## config.mk

```make
export PLATFORM = sky130hd
export DESIGN_NAME = mux_arb_nch
export DESIGN_NICKNAME = d
export VERILOG_FILES = /design/src/rtl/mux_arb_pkg.sv /design/src/rtl/rr_arbiter.sv /design/src/rtl/mux_arb_nch.sv
export SDC_FILE = /design/constraint.sdc
export NUM_CORES = 1
export LEC_CHECK = 0
export BUFFER_PORTS_ARGS = -buffer_cell sky130_fd_sc_hd__buf_2
export CAP_MARGIN = 20
export CORE_AREA = 2 2 62 69
export CTS_CLUSTER_DIAMETER = 100
export CTS_CLUSTER_SIZE = 12
export DETAILED_ROUTE_END_ITERATION = 6
export DIE_AREA = 0 0 64 71
export GPL_TIMING_DRIVEN = 0
export PLACE_DENSITY_LB_ADDON = 0.3
export SLEW_MARGIN = 40
export SYNTH_ARGS = -nofsm -noshare
export SYNTH_HDL_FRONTEND = slang
export SYNTH_SLANG_ARGS = --single-unit
```

## constraint.sdc

```tcl
create_clock -name clk -period 2.7 [get_ports clk]
set_input_delay 0.54 -clock clk [delete_from_list [all_inputs] [get_ports clk]]
set_output_delay 0.54 -clock clk [all_outputs]
set_load 0.005 [all_outputs]
```

## src/rtl/mux_arb_pkg.sv

```systemverilog
// Shared constants and helpers for the N-channel registered multiplexer and its
// round-robin arbiter.
package mux_arb_pkg;

   localparam logic MODE_SEL = 1'b0;
   localparam logic MODE_RR  = 1'b1;

   // Index width for n items, never narrower than one bit.
   function automatic int clog2(input int n);
      int r;
      r = 0;
      for (int i = 0; i < 31; i++) begin
         if ((1 << i) < n) r = i + 1;
      end
      return (r < 1) ? 1 : r;
   endfunction

endpackage

```

## src/rtl/rr_arbiter.sv

```systemverilog
// Round-robin arbiter: grants the first requester at or after ptr, wrapping
// modulo N, and proposes the pointer for the cycle after a granted transfer.
module rr_arbiter
   import mux_arb_pkg::*;
#(
   parameter  int N  = 4,
   localparam int PW = clog2(N)
) (
   input  logic [N-1:0]  req,
   input  logic [PW-1:0] ptr,
   input  logic          advance,
   output logic [N-1:0]  gnt,
   output logic [PW-1:0] gnt_idx,
   output logic [PW-1:0] ptr_nxt
);

   logic [N-1:0]   mask;
   logic [2*N-1:0] dbl;
   logic           hit;
   int             pos;
   int             idx;

   // NOTE: every combinational output gets a default before any conditional
   // assignment, so no path leaves a value unassigned and no latch is inferred.
   always_comb begin
      mask    = '0;
      hit     = 1'b0;
      pos     = 0;
      idx     = 0;
      gnt     = '0;
      gnt_idx = '0;
      ptr_nxt = ptr;

      for (int i = 0; i < N; i++) begin
         mask[i] = (i >= int'(ptr));
      end
      // Low half holds requests at or above ptr, high half the full set, so the
      // lowest set bit is the first requester in wrapped order.
      dbl = {req, req & mask};
      for (int i = 2*N-1; i >= 0; i--) begin
         if (dbl[i]) begin
            hit = 1'b1;
            pos = i;
         end
      end
      idx = (pos >= N) ? pos - N : pos;

      if (hit) begin
         gnt[idx] = 1'b1;
         gnt_idx  = PW'(idx);
      end
      if (advance) begin
         ptr_nxt = (gnt_idx == PW'(N-1)) ? '0 : gnt_idx + PW'(1);
      end
   end

endmodule

```

## src/rtl/mux_arb_nch.sv

```systemverilog
// Registered N-channel multiplexer with valid/ready on every port, selecting a
// source either by explicit index or by round-robin arbitration.
module mux_arb_nch
   import mux_arb_pkg::*;
#(
   parameter  int WIDTH    = 16,
   parameter  int CHANNELS = 4,
   localparam int SEL_W    = clog2(CHANNELS)
) (
   input  logic                      clk,
   input  logic                      rst_n,
   input  logic                      mode,
   input  logic [SEL_W-1:0]          sel,
   input  logic [CHANNELS*WIDTH-1:0] in_data,
   input  logic [CHANNELS-1:0]       in_valid,
   output logic [CHANNELS-1:0]       in_ready,
   output logic [WIDTH-1:0]          out_data,
   output logic [SEL_W-1:0]          out_chan,
   output logic                      out_valid,
   input  logic                      out_ready
);

   logic                out_valid_q, out_valid_d;
   logic [WIDTH-1:0]    out_data_q,  out_data_d;
   logic [SEL_W-1:0]    out_chan_q,  out_chan_d;
   logic [SEL_W-1:0]    ptr_q,       ptr_d;

   logic [CHANNELS-1:0] sel_gnt, rr_gnt, grant;
   logic [SEL_W-1:0]    rr_idx;
   logic [WIDTH-1:0]    mux_data;
   logic                can_accept, xfer_in, rr_advance;

   rr_arbiter #(.N(CHANNELS)) u_rr (
      .req     (in_valid),
      .ptr     (ptr_q),
      .advance (rr_advance),
      .gnt     (rr_gnt),
      .gnt_idx (rr_idx),
      .ptr_nxt (ptr_d)
   );

   always_comb begin
      sel_gnt     = '0;
      mux_data    = '0;
      out_valid_d = out_valid_q;
      out_data_d  = out_data_q;
      out_chan_d  = out_chan_q;

      // An out-of-range sel matches no channel and therefore grants nothing.
      for (int i = 0; i < CHANNELS; i++) begin
         sel_gnt[i] = in_valid[i] && (sel == SEL_W'(i));
      end
      grant = (mode == MODE_RR) ? rr_gnt : sel_gnt;

      // Single-entry pipe: take a new word when empty or when the held word leaves.
      can_accept = !out_valid_q || out_ready;
      in_ready   = rst_n ? (grant & {CHANNELS{can_accept}}) : '0;
      xfer_in    = |(in_valid & in_ready);
      rr_advance = xfer_in && (mode == MODE_RR);

      for (int i = 0; i < CHANNELS; i++) begin
         if (grant[i]) mux_data = in_data[i*WIDTH +: WIDTH];
      end

      if (xfer_in) begin
         out_valid_d = 1'b1;
         out_data_d  = mux_data;
         out_chan_d  = (mode == MODE_RR) ? rr_idx : sel;
      end else if (out_valid_q && out_ready) begin
         out_valid_d = 1'b0;
      end
   end

   // NOTE: state registers use non-blocking assignment so every flop samples the
   // pre-edge values of the others, independent of process ordering.
   always_ff @(posedge clk or negedge rst_n) begin
      if (!rst_n) begin
         out_valid_q <= 1'b0;
         out_data_q  <= '0;
         out_chan_q  <= '0;
         ptr_q       <= '0;
      end else begin
         out_valid_q <= out_valid_d;
         out_data_q  <= out_data_d;
         out_chan_q  <= out_chan_d;
         ptr_q       <= ptr_d;
      end
   end

   assign out_valid = out_valid_q;
   assign out_data  = out_data_q;
   assign out_chan  = out_chan_q;

endmodule

```

==> impl_metrics.ini, run 1 <==
[timing]
fmax_ghz = 0.382
setup_violations = 0
fin_crit_ns = 2.61
tightest_slew_ns = 0.535
slew_headroom_pct = 64.1
slew_viol_final = 0
fin_ws_ns = 0.0854
hold_viol_final = 0
post-route-period-util_pct = 96.8
finClkSkew_ns = 0.00515
rsz0062_at_grt = yes
timing.hold.ws_ns = 0.242

[route]
post-route-drc-count = 0
wirelength_um = 5040
first_iter_violations = 150
ant_nets = 0
viasPerCell = 5.33
wire_per_inst_um = 14.7
vias = 1824
first_pass_iters = 6

[global_routing]
overflow = 0
grt_max_degree = 23
grt_pass1_vias = 1724
antenna_found_initial = 0
grt_pass1_wl_um = 7850
gr-usage-all-layers_pct = 21.4

[pwr]
ir_drop_uv = 301
combPwrFrac_pct = 52.8
switching_share_pct = 37.0
switching_power_uw = 524
p_per_area_mw_per_mm2 = 620
p_leak_uw = 0.00115
seqPwrFrac_pct = 32.9
p_int_uw = 892
clock_power_share_pct = 14.3

[synth]
synthCells = 181
synthArstFlopShare_pct = 100
synth_top_area_share_pct = 32.9
synth_ff_type = dfrtp_1
synth-edff-count = 0
synth_top_cell_by_area = dfrtp_1
synth_area_mm2 = 0.00160
yosysWarnings = 0
synth_cell_types = 35
ys_seq_elements = 21
syn_avg_cell_area_um2 = 8.83
yosysMostFrequentCell = nand2_1
syn-num-nets = 255
ys_top_cells_by_area = dfrtp_1 (33%), a21o_1 (7.5%), a221oi_2 (7.5%)
synth-seq-area-share_pct = 32.9
synth_top_cells_by_count = nand2_1 (23), nor2_1 (22), a21oi_1 (21), dfrtp_1 (21)

[floorplan]
die_area_mm2 = 0.00454
num_rows = 24
coreArea_mm2 = 0.00387
start_util_pct = 41.2
fp.dieH_um = 71
ioPinCount = 97
die_w_um = 64

[clocking]
htree_levels = 1
cts_inserted_buffers = 3
tritoncts = done
cts.sink_count = 21
clk_pin_slew_ns = 0.08
cts-root-buf = clkbuf_8
clock_latency_ns = 0.25
clk_path_buf_depth = 2

[critical_path]
worst_path_max_delay_cell = dfrtp_2
cp_cell_sequence = mux2i_1 > nor2_1 > or3_1 > buf_6 > a31o_1 > buf_6 > nor2b_1 > buf_2
r2r_start = ptr_q[1]
crit_fanout = 11
crit_start = ptr_q[1]
cpPeakStageDelay_ns = 0.42
crit_arrival_ns = 2.07
critPathKind = flop to primary output
r2r_slack_ns = 0.34
cp-start-kind = flop
cpMostUsedCell = buf_6
required_ns = 2.16
end_kind = primary output
ff2ff_path_depth = 9

[placed_design]
dp_slack_ns = -0.404
dp_hpwl_um = 3670
detailed_place.area_mm2 = 0.00214
dp.cells = 329
gp_congestion = 0.777
portBuffers = 96

[finish]
fillers = 365
diodes = 0
utilization_pct = 58.9
instances_no_fill = 342
syn_to_final_growth_pct = 42.9
drive_above_1_share_pct = 47.9
final_cell_area_mm2 = 0.00228
layout.nets = 365

[run_status]
outcome = finished, final reports clean

[job]
cap_violations = 0

[worst_hold_path]
min_path_type = input pin to async pin
==> power groups by stage <==
stage | clock network (uW) | registers [uW] | logic, uW
floorplan | 0 | 474 | 421
global placement | 0 | 468 | 660
detailed placement | 0 | 469 | 671
CTS | 208 | 468 | 708
global route | 229 | 478 | 814
finish | 202 | 466 | 747
==> layout make-up <==
type | instances | area [um^2] | area share (%)
Buffer | 12 | 85.1 | 3.73
Clock buffer | 4 | 45.0 | 1.97
Inverter | 2 | 7.51 | 0.329
Multi-Input combinational cell | 144 | 978 | 42.8
Sequential cell | 21 | 527 | 23.1
Tap cell | 52 | 65.1 | 2.85
Timing Repair Buffer | 107 | 576 | 25.2
==> registers in the layout (all words and copies together), names as in the netlist <==
register   flops
out_chan       2
out_data      16
out_valid      1
ptr_q          2
==> path summary, 6_finish.rpt <==
check | to
min in group clk | out_valid
setup / recovery | in_ready[0]
hold / removal | out_data[6]
setup reg to reg | out_data[12]
max in group asynchronous | ptr_q[1]
hold reg to reg | out_valid
==> worst max-delay path, delay by kind of cell, from the launching register on <==
| family | cells | cell delay (ns) |
|---|---|---|
| AO/OA/AOI/OAI | 1 | 0.22 |
| flip-flops | 1 | 0.42 |
| multiplexers | 1 | 0.20 |
| AND/OR/NAND/NOR | 3 | 0.57 |
| buffers and inverters | 3 | 0.42 |
==> stage by stage <==
step / TNS (ns) / power (uW)
6_report: 0 / 1420
2_1_floorplan: 0 / 895
4_1_cts: -0.0182 / 1380
3_3_place_gp: -0.690 / 1130
5_1_grt: -0.0335 / 1520
3_5_place_dp: -0.775 / 1140
==> cell usage in the layout, fill, tap and decap left out, types with 3 or more instances in the layout <==
| cell type | synthesis | layout |
|---|---|---|
| o31ai_4 | 2 | 3 |
| nand2_1 | 23 | 23 |
| a21o_1 | 16 | 16 |
| clkbuf_8 | 0 | 3 |
| buf_2 | 7 | 101 |
| dfrtp_1 | 21 | 20 |
| nor2_1 | 22 | 22 |
| a221oi_2 | 8 | 8 |
| clkbuf_1 | 2 | 3 |
| buf_6 | 4 | 4 |
| nor2b_1 | 6 | 6 |
| a221oi_1 | 8 | 8 |
| o22ai_1 | 16 | 16 |
| a21oi_1 | 21 | 21 |
| buf_4 | 0 | 10 |
==> layer usage <==
layer  GRT usage, %  part of all wire (%)
met1           26.5                    41
met2           39.5                    52
met3           3.02                   6.1
met4           4.35                  0.75
met5              0                     0
==> kinds of logic (layout without fill, tap and decap cells) <==
logic type,count (synthesis),count (layout),share of synthesized area [%]
AO/OA/AOI/OAI,84,84,42.9
AND/OR/NAND/NOR,58,58,15.8
flip-flops,21,21,32.9
buffers and inverters,16,125,7.20
XOR/XNOR,1,1,0.548
multiplexers,1,1,0.626
==> timing repair <==
action,4_1_cts,5_1_grt
buffers inserted,5,6
gates resized for setup,5,2
setup endpoints to repair,4,3
pin swaps,3,6
hold buffers,0,0
No activity file was read; power rests on OpenSTA's default activity.
==> run 2, diff against run 1 <==
- CORE_AREA: 2 2 62 69 -> 2 2 63 71
- DIE_AREA: 0 0 64 71 -> 0 0 65 73
- SYNTH_HIERARCHICAL: unset -> 1
==> run 2 against run 1 <==
  * Fmax up 1.1%
  * Clock power about the same
  * Hold slack worse by 0.011 ns
  * Sequential cell count unchanged
  * Die area up 4.4%
  * Wire length down 6.3%
  * Critical path depth up 2
==> impl_metrics.ini, run 2 <==
[run_status]
outcome = finished, final reports clean

[route]
post-route-drc-count = 0
first_pass_iters = 4
viasPerCell = 5.48
wirelength_um = 4720
vias = 1815
ant_nets = 0
first_iter_violations = 38
wire_per_inst_um = 14.2

[clocking]
holdBufCountCts = 0
clock_latency_ns = 0.26
cts.sink_count = 21
clk_path_buf_depth = 2
cts-root-buf = clkbuf_8
htree_levels = 1
clk_pin_slew_ns = 0.08
tritoncts = done
cts_inserted_buffers = 3

[synth]
syn-num-nets = 251
synth-seq-area-share_pct = 31.0
yosysWarnings = 6
ys_seq_elements = 21
synth_area_mm2 = 0.00170
synth_top_area_share_pct = 31.0
syn_avg_cell_area_um2 = 9.59
synth_ff_type = dfrtp_1
synth_cell_types = 40
synthCells = 177
synth_top_cells_by_count = dfrtp_1 (21), a221o_1 (16), and3_1 (16), nand3_1 (16), o2bb2ai_1 (16)
ys_top_cells_by_area = dfrtp_1 (31%), a221o_1 (9.4%), o2bb2ai_1 (8.3%)
yosysMostFrequentCell = dfrtp_1
synth_top_cell_by_area = dfrtp_1
synth-edff-count = 0
synthArstFlopShare_pct = 100

[floorplan]
start_util_pct = 41.4
ioPinCount = 97
coreArea_mm2 = 0.00410
fp.dieH_um = 73
die_area_mm2 = 0.00475
die_w_um = 65
num_rows = 25

[pwr]
p_leak_uw = 0.00123
combPwrFrac_pct = 52.3
p_per_area_mw_per_mm2 = 702
p_int_uw = 1020
clock_power_share_pct = 12.7
ir_drop_uv = 245
p_total_uw = 1620
seqPwrFrac_pct = 35.0
switching_share_pct = 36.7
switching_power_uw = 593

[timing]
finClkSkew_ns = 0.000776
post-route-period-util_pct = 95.8
final.setup.tns_ns = 0
rsz0062_at_grt = yes
fmax_ghz = 0.387
fin_ws_ns = 0.113
slew_viol_final = 0
hold_viol_final = 0
slew_headroom_pct = 67.9
fin_crit_ns = 2.59
setup_violations = 0
tightest_slew_ns = 0.482

[job]
cap_violations = 0

[placed_design]
dp_slack_ns = -0.168
gp_congestion = 0.823
portBuffers = 96
dp.cells = 327
dp_hpwl_um = 3830

[global_routing]
gr-usage-all-layers_pct = 20.6
grt_pass1_wl_um = 7910
grt_max_degree = 23
overflow = 0
antenna_found_initial = 0
grt_pass1_vias = 1859

[finish]
syn_to_final_growth_pct = 35.8
instances_no_fill = 331
regArea_um2 = 528
layout_common_cells = buf_2 (100), dfrtp_1 (19)
largest_reg_flops = 16
layout.nets = 352
fillers = 409
mostFrequentLayoutCell = buf_2
diodes = 0
multi_input_area_mm2 = 0.00108
drive_above_1_share_pct = 50.5

[worst_hold_path]
min_path_type = input pin to async pin

[critical_path]
critPathKind = input pin to primary output
crit_arrival_ns = 2.05
crit_fanout = 10
cp-start-kind = input pin
end_kind = primary output
required_ns = 2.16
==> run 2: worst paths after layout <==
kind	startpoint	to	slack [ns]	depth (start not counted)
worst max-delay path	in_valid[3]	in_ready[3]	0.11	10
worst min-delay path	rst_n	out_data[12]	0.23	1
worst max register to register	ptr_q[1]	ptr_q[1]	0.22	12
worst min register to register	out_data[14]	out_data[14]	0.49	1
max in group asynchronous	rst_n	ptr_q[1]	2.11	1
min in group clk	out_data[14]	out_data[14]	0.49	1
==> run 2: through the flow <==
stage                     utilization [%]  cell area, um^2  hold slack, ns
after detailed placement             54.8             2240           0.476
after floorplan                         -             1700           0.244
after global routing                 56.2             2300           0.258
final                                56.2             2300           0.231
after global placement               54.8             2240           0.470
after CTS                            56.0             2290           0.242
==> run 2: power by group through the flow <==
stage | Sequential [uW] | Combinational, uW | Clock, uW
5_1_grt | 589 | 937 | 229
3_5_place_dp | 567 | 842 | 0
2_1_floorplan | 573 | 507 | 0
3_3_place_gp | 561 | 832 | 0
6_report | 565 | 846 | 205
4_1_cts | 562 | 849 | 208
==> run 2: repair_timing <==
item,4_1_cts,5_1_grt
pin swaps,1,1
resized for setup,0,7
endpoints found under the setup margin,2,3
buffers inserted,1,0
==> run 2: cell families (layout without fill, tap and decap cells) <==
logic type	Yosys count	count (layout)	share of synthesized area (%)
flops	21	21	31.0
simple gates	62	62	20.5
buf+inv	17	117	5.46
compound gates	58	58	30.5
mux	19	19	12.6
==> run 2: final cells by class <==
cell class | count | share of cell area [%]
multi-input combinational | 139 | 47.0
inverter | 4 | 0.652
timing repair buffer | 97 | 21.2
sequential | 21 | 22.9
buffer | 12 | 3.31
clock buffer | 3 | 1.79
clock inverter | 1 | 0.217
tap | 54 | 2.93
==> run 2: worst max-delay path, cell delays in order <==
cell,delay [ns]
buf_2,0.11
clkbuf_4,0.18
o21bai_1,0.09
a221oi_2,0.29
and2_1,0.17
nand2_1,0.10
o21a_2,0.18
buf_2,0.18
nor2_1,0.09
buf_2,0.12
==> run 2: per-layer routing <==
| layer | GRT usage (%) | wire length, um |
|---|---|---|
| met4 | 6.15 | 55 |
| met3 | 3.24 | 250 |
| met1 | 24.1 | 2010 |
| met2 | 38.5 | 2400 |
| met5 | 0 | 0 |
==> run 3, diff against run 2 <==
--- a/config.mk
+++ b/config.mk
@@ -6,4 +6,5 @@
 export NUM_CORES = 1
 export LEC_CHECK = 0
+export ABC_CLOCK_PERIOD_IN_PS = 2700
 export BUFFER_PORTS_ARGS = -buffer_cell sky130_fd_sc_hd__buf_2
 export CAP_MARGIN = 20
==> constraint.sdc (replaced) <==
create_clock -name clk -period 2.7 [get_ports clk]
set_input_delay 0.27 -clock clk [delete_from_list [all_inputs] [get_ports clk]]
set_output_delay 0.27 -clock clk [all_outputs]
set_load 0.005 [all_outputs]
==> run 3 against run 2 <==
  * Via count up 1.7%
  * Highest routed layer unchanged
  * Clock skew about the same
  * Non-clock buffer count up 4
  * Clock power about the same
  * Largest power group unchanged
  * Final cell count up 1.2%
  * Hold slack better by 0.046 ns
==> impl_metrics.ini, run 3 (same netlist as run 2, synthesis figures left out) <==
[global_routing]
antenna_found_initial = 0
grt_pass1_wl_um = 7890
grt_pass1_vias = 1870
grt_max_degree = 23
gr-usage-all-layers_pct = 20.5
overflow = 0

[job]
cap_violations = 0

[critical_path]
crit_arrival_ns = 2.62
ff2ff_path_depth = 10
cp-start-kind = flop
cpPeakStageDelay_ns = 0.43
r2r_slack_ns = 0.23
r2r_end = out_data[2]
r2r_start = ptr_q[1]
crit_fanout = 10
required_ns = 2.85
worst_path_max_delay_cell = dfrtp_2
cp_cell_sequence = nor2_2 > o21bai_1 > a221oi_2 > and2_1 > nand2_1 > o21a_1 > buf_2 > and3_1 > a221o_1 > mux2_2
end_kind = flop
critPathKind = flop to flop
path_delay_family = compound AO/OA/AOI/OAI gates
cp.buffers_inverters = 1

[finish]
mostFrequentLayoutCell = buf_2
instances_no_fill = 335
largest_reg_flops = 16
syn_to_final_growth_pct = 37.2
layout_common_cells = buf_2 (100), dfrtp_1 (19)
layout.nets = 356
drive_above_1_share_pct = 50.2
diodes = 0

[pwr]
ir_drop_uv = 245
p_leak_uw = 0.00125
p_per_area_mw_per_mm2 = 696

[clocking]
clk_path_buf_depth = 2
cts.sink_count = 21
tritoncts = done
cts-root-buf = clkbuf_8
cts_inserted_buffers = 3
htree_levels = 1
clock_latency_ns = 0.26
clk_pin_slew_ns = 0.08

[timing]
slew_headroom_pct = 67.7
fin_crit_ns = 2.47
hold_viol_final = 0
tightest_slew_ns = 0.484
finClkSkew_ns = 0.00117
rsz0062_at_grt = no
fmax_ghz = 0.405
post-route-period-util_pct = 91.5
slew_viol_final = 0
setup_violations = 0
final.setup.tns_ns = 0

[route]
ant_nets = 0
viasPerCell = 5.51
first_iter_violations = 46
wirelength_um = 4750
first_pass_iters = 4
wire_per_inst_um = 14.2
post-route-drc-count = 0
vias = 1845

[run_status]
outcome = finished, final reports clean

[floorplan]
num_rows = 25
coreArea_mm2 = 0.00410
ioPinCount = 97
die_w_um = 65
fp.dieH_um = 73
start_util_pct = 41.4
die_area_mm2 = 0.00475

[placed_design]
portBuffers = 96
dp.cells = 327
gp_congestion = 0.823
dp_hpwl_um = 3830

[worst_hold_path]
min_path_cells = 3
min_to = out_valid
worstHoldStart = out_ready
min_path_type = input pin to flop
[run 3: cell count changes in the layout (fill, tap and decap cells not counted), sizes merged]
cell	delta
buf	+2
clkbuf	+1
dlygate4sd3	+1
[run 3: cell type report]
class / count / area [um^2]
flip-flops and latches: 21 / 528
fillers: 406 / 1770
clock inverters: 1 / 5.00
clock buffers: 3 / 41.3
plain buffers: 13 / 77.6
well taps: 54 / 67.6
inverters: 4 / 15.0
multi-input cells: 139 / 1080
repair buffers: 100 / 513
[run 3: worst max path at each step]
stage          slack (ns)  startpoint     endpoint  depth (start not counted)
2_1_floorplan        0.35    ptr_q[1]     ptr_q[1]                         12
3_3_place_gp         0.09    ptr_q[1]     ptr_q[1]                         12
3_5_place_dp         0.06    ptr_q[1]     ptr_q[1]                         12
4_1_cts              0.05    ptr_q[1]     ptr_q[1]                         12
5_1_grt              0.06    ptr_q[1]     ptr_q[1]                         12
6_report             0.23    ptr_q[1]  out_data[2]                         10
[run 3: stage by stage]
step	utilization, %	cell area (um^2)	hold WS (ns)	worst slack, ns	total power [uW]
global route	56.8	2330	0.282	0.0601	1760
global placement	54.8	2240	0.259	0.0897	1390
finish	56.8	2330	0.277	0.230	1620
CTS	56.2	2300	0.279	0.0529	1610
floorplan	-	1700	-0.0256	0.352	1080
detailed placement	54.8	2240	0.256	0.0639	1410
[run 3: repair_timing]
action	4_1_cts	5_1_grt
setup buffers	0	3
setup endpoints to repair	0	3
resized for setup	0	4
endpoints found under the hold margin	21	0
hold buffers	1	0
[run 3: where the power goes]
part	switching (uW)	internal, uW	leakage, uW	total [uW]
Clock	102	103	0.0000255	205
Combinational	399	452	0.000955	852
Sequential	92.0	473	0.000265	565
Total	593	1030	0.00125	1620
[run 3: worst register-to-register path, cell delays in order (launching register included)]
cell and delay, ns:
dfrtp_2 0.43, nor2_2 0.07, o21bai_1 0.17, a221oi_2 0.31
and2_1 0.17, nand2_1 0.10, o21a_1 0.21, buf_2 0.20
and3_1 0.18, a221o_1 0.27, mux2_2 0.26
[run 3: layer usage]
layer,up-vias,routed length [um],GRT usage [%]
met5,-,0,0
met4,0,57,6.15
met1,865,1980,23.8
met3,6,263,3.24
li1,902,-,-
met2,72,2450,38.6
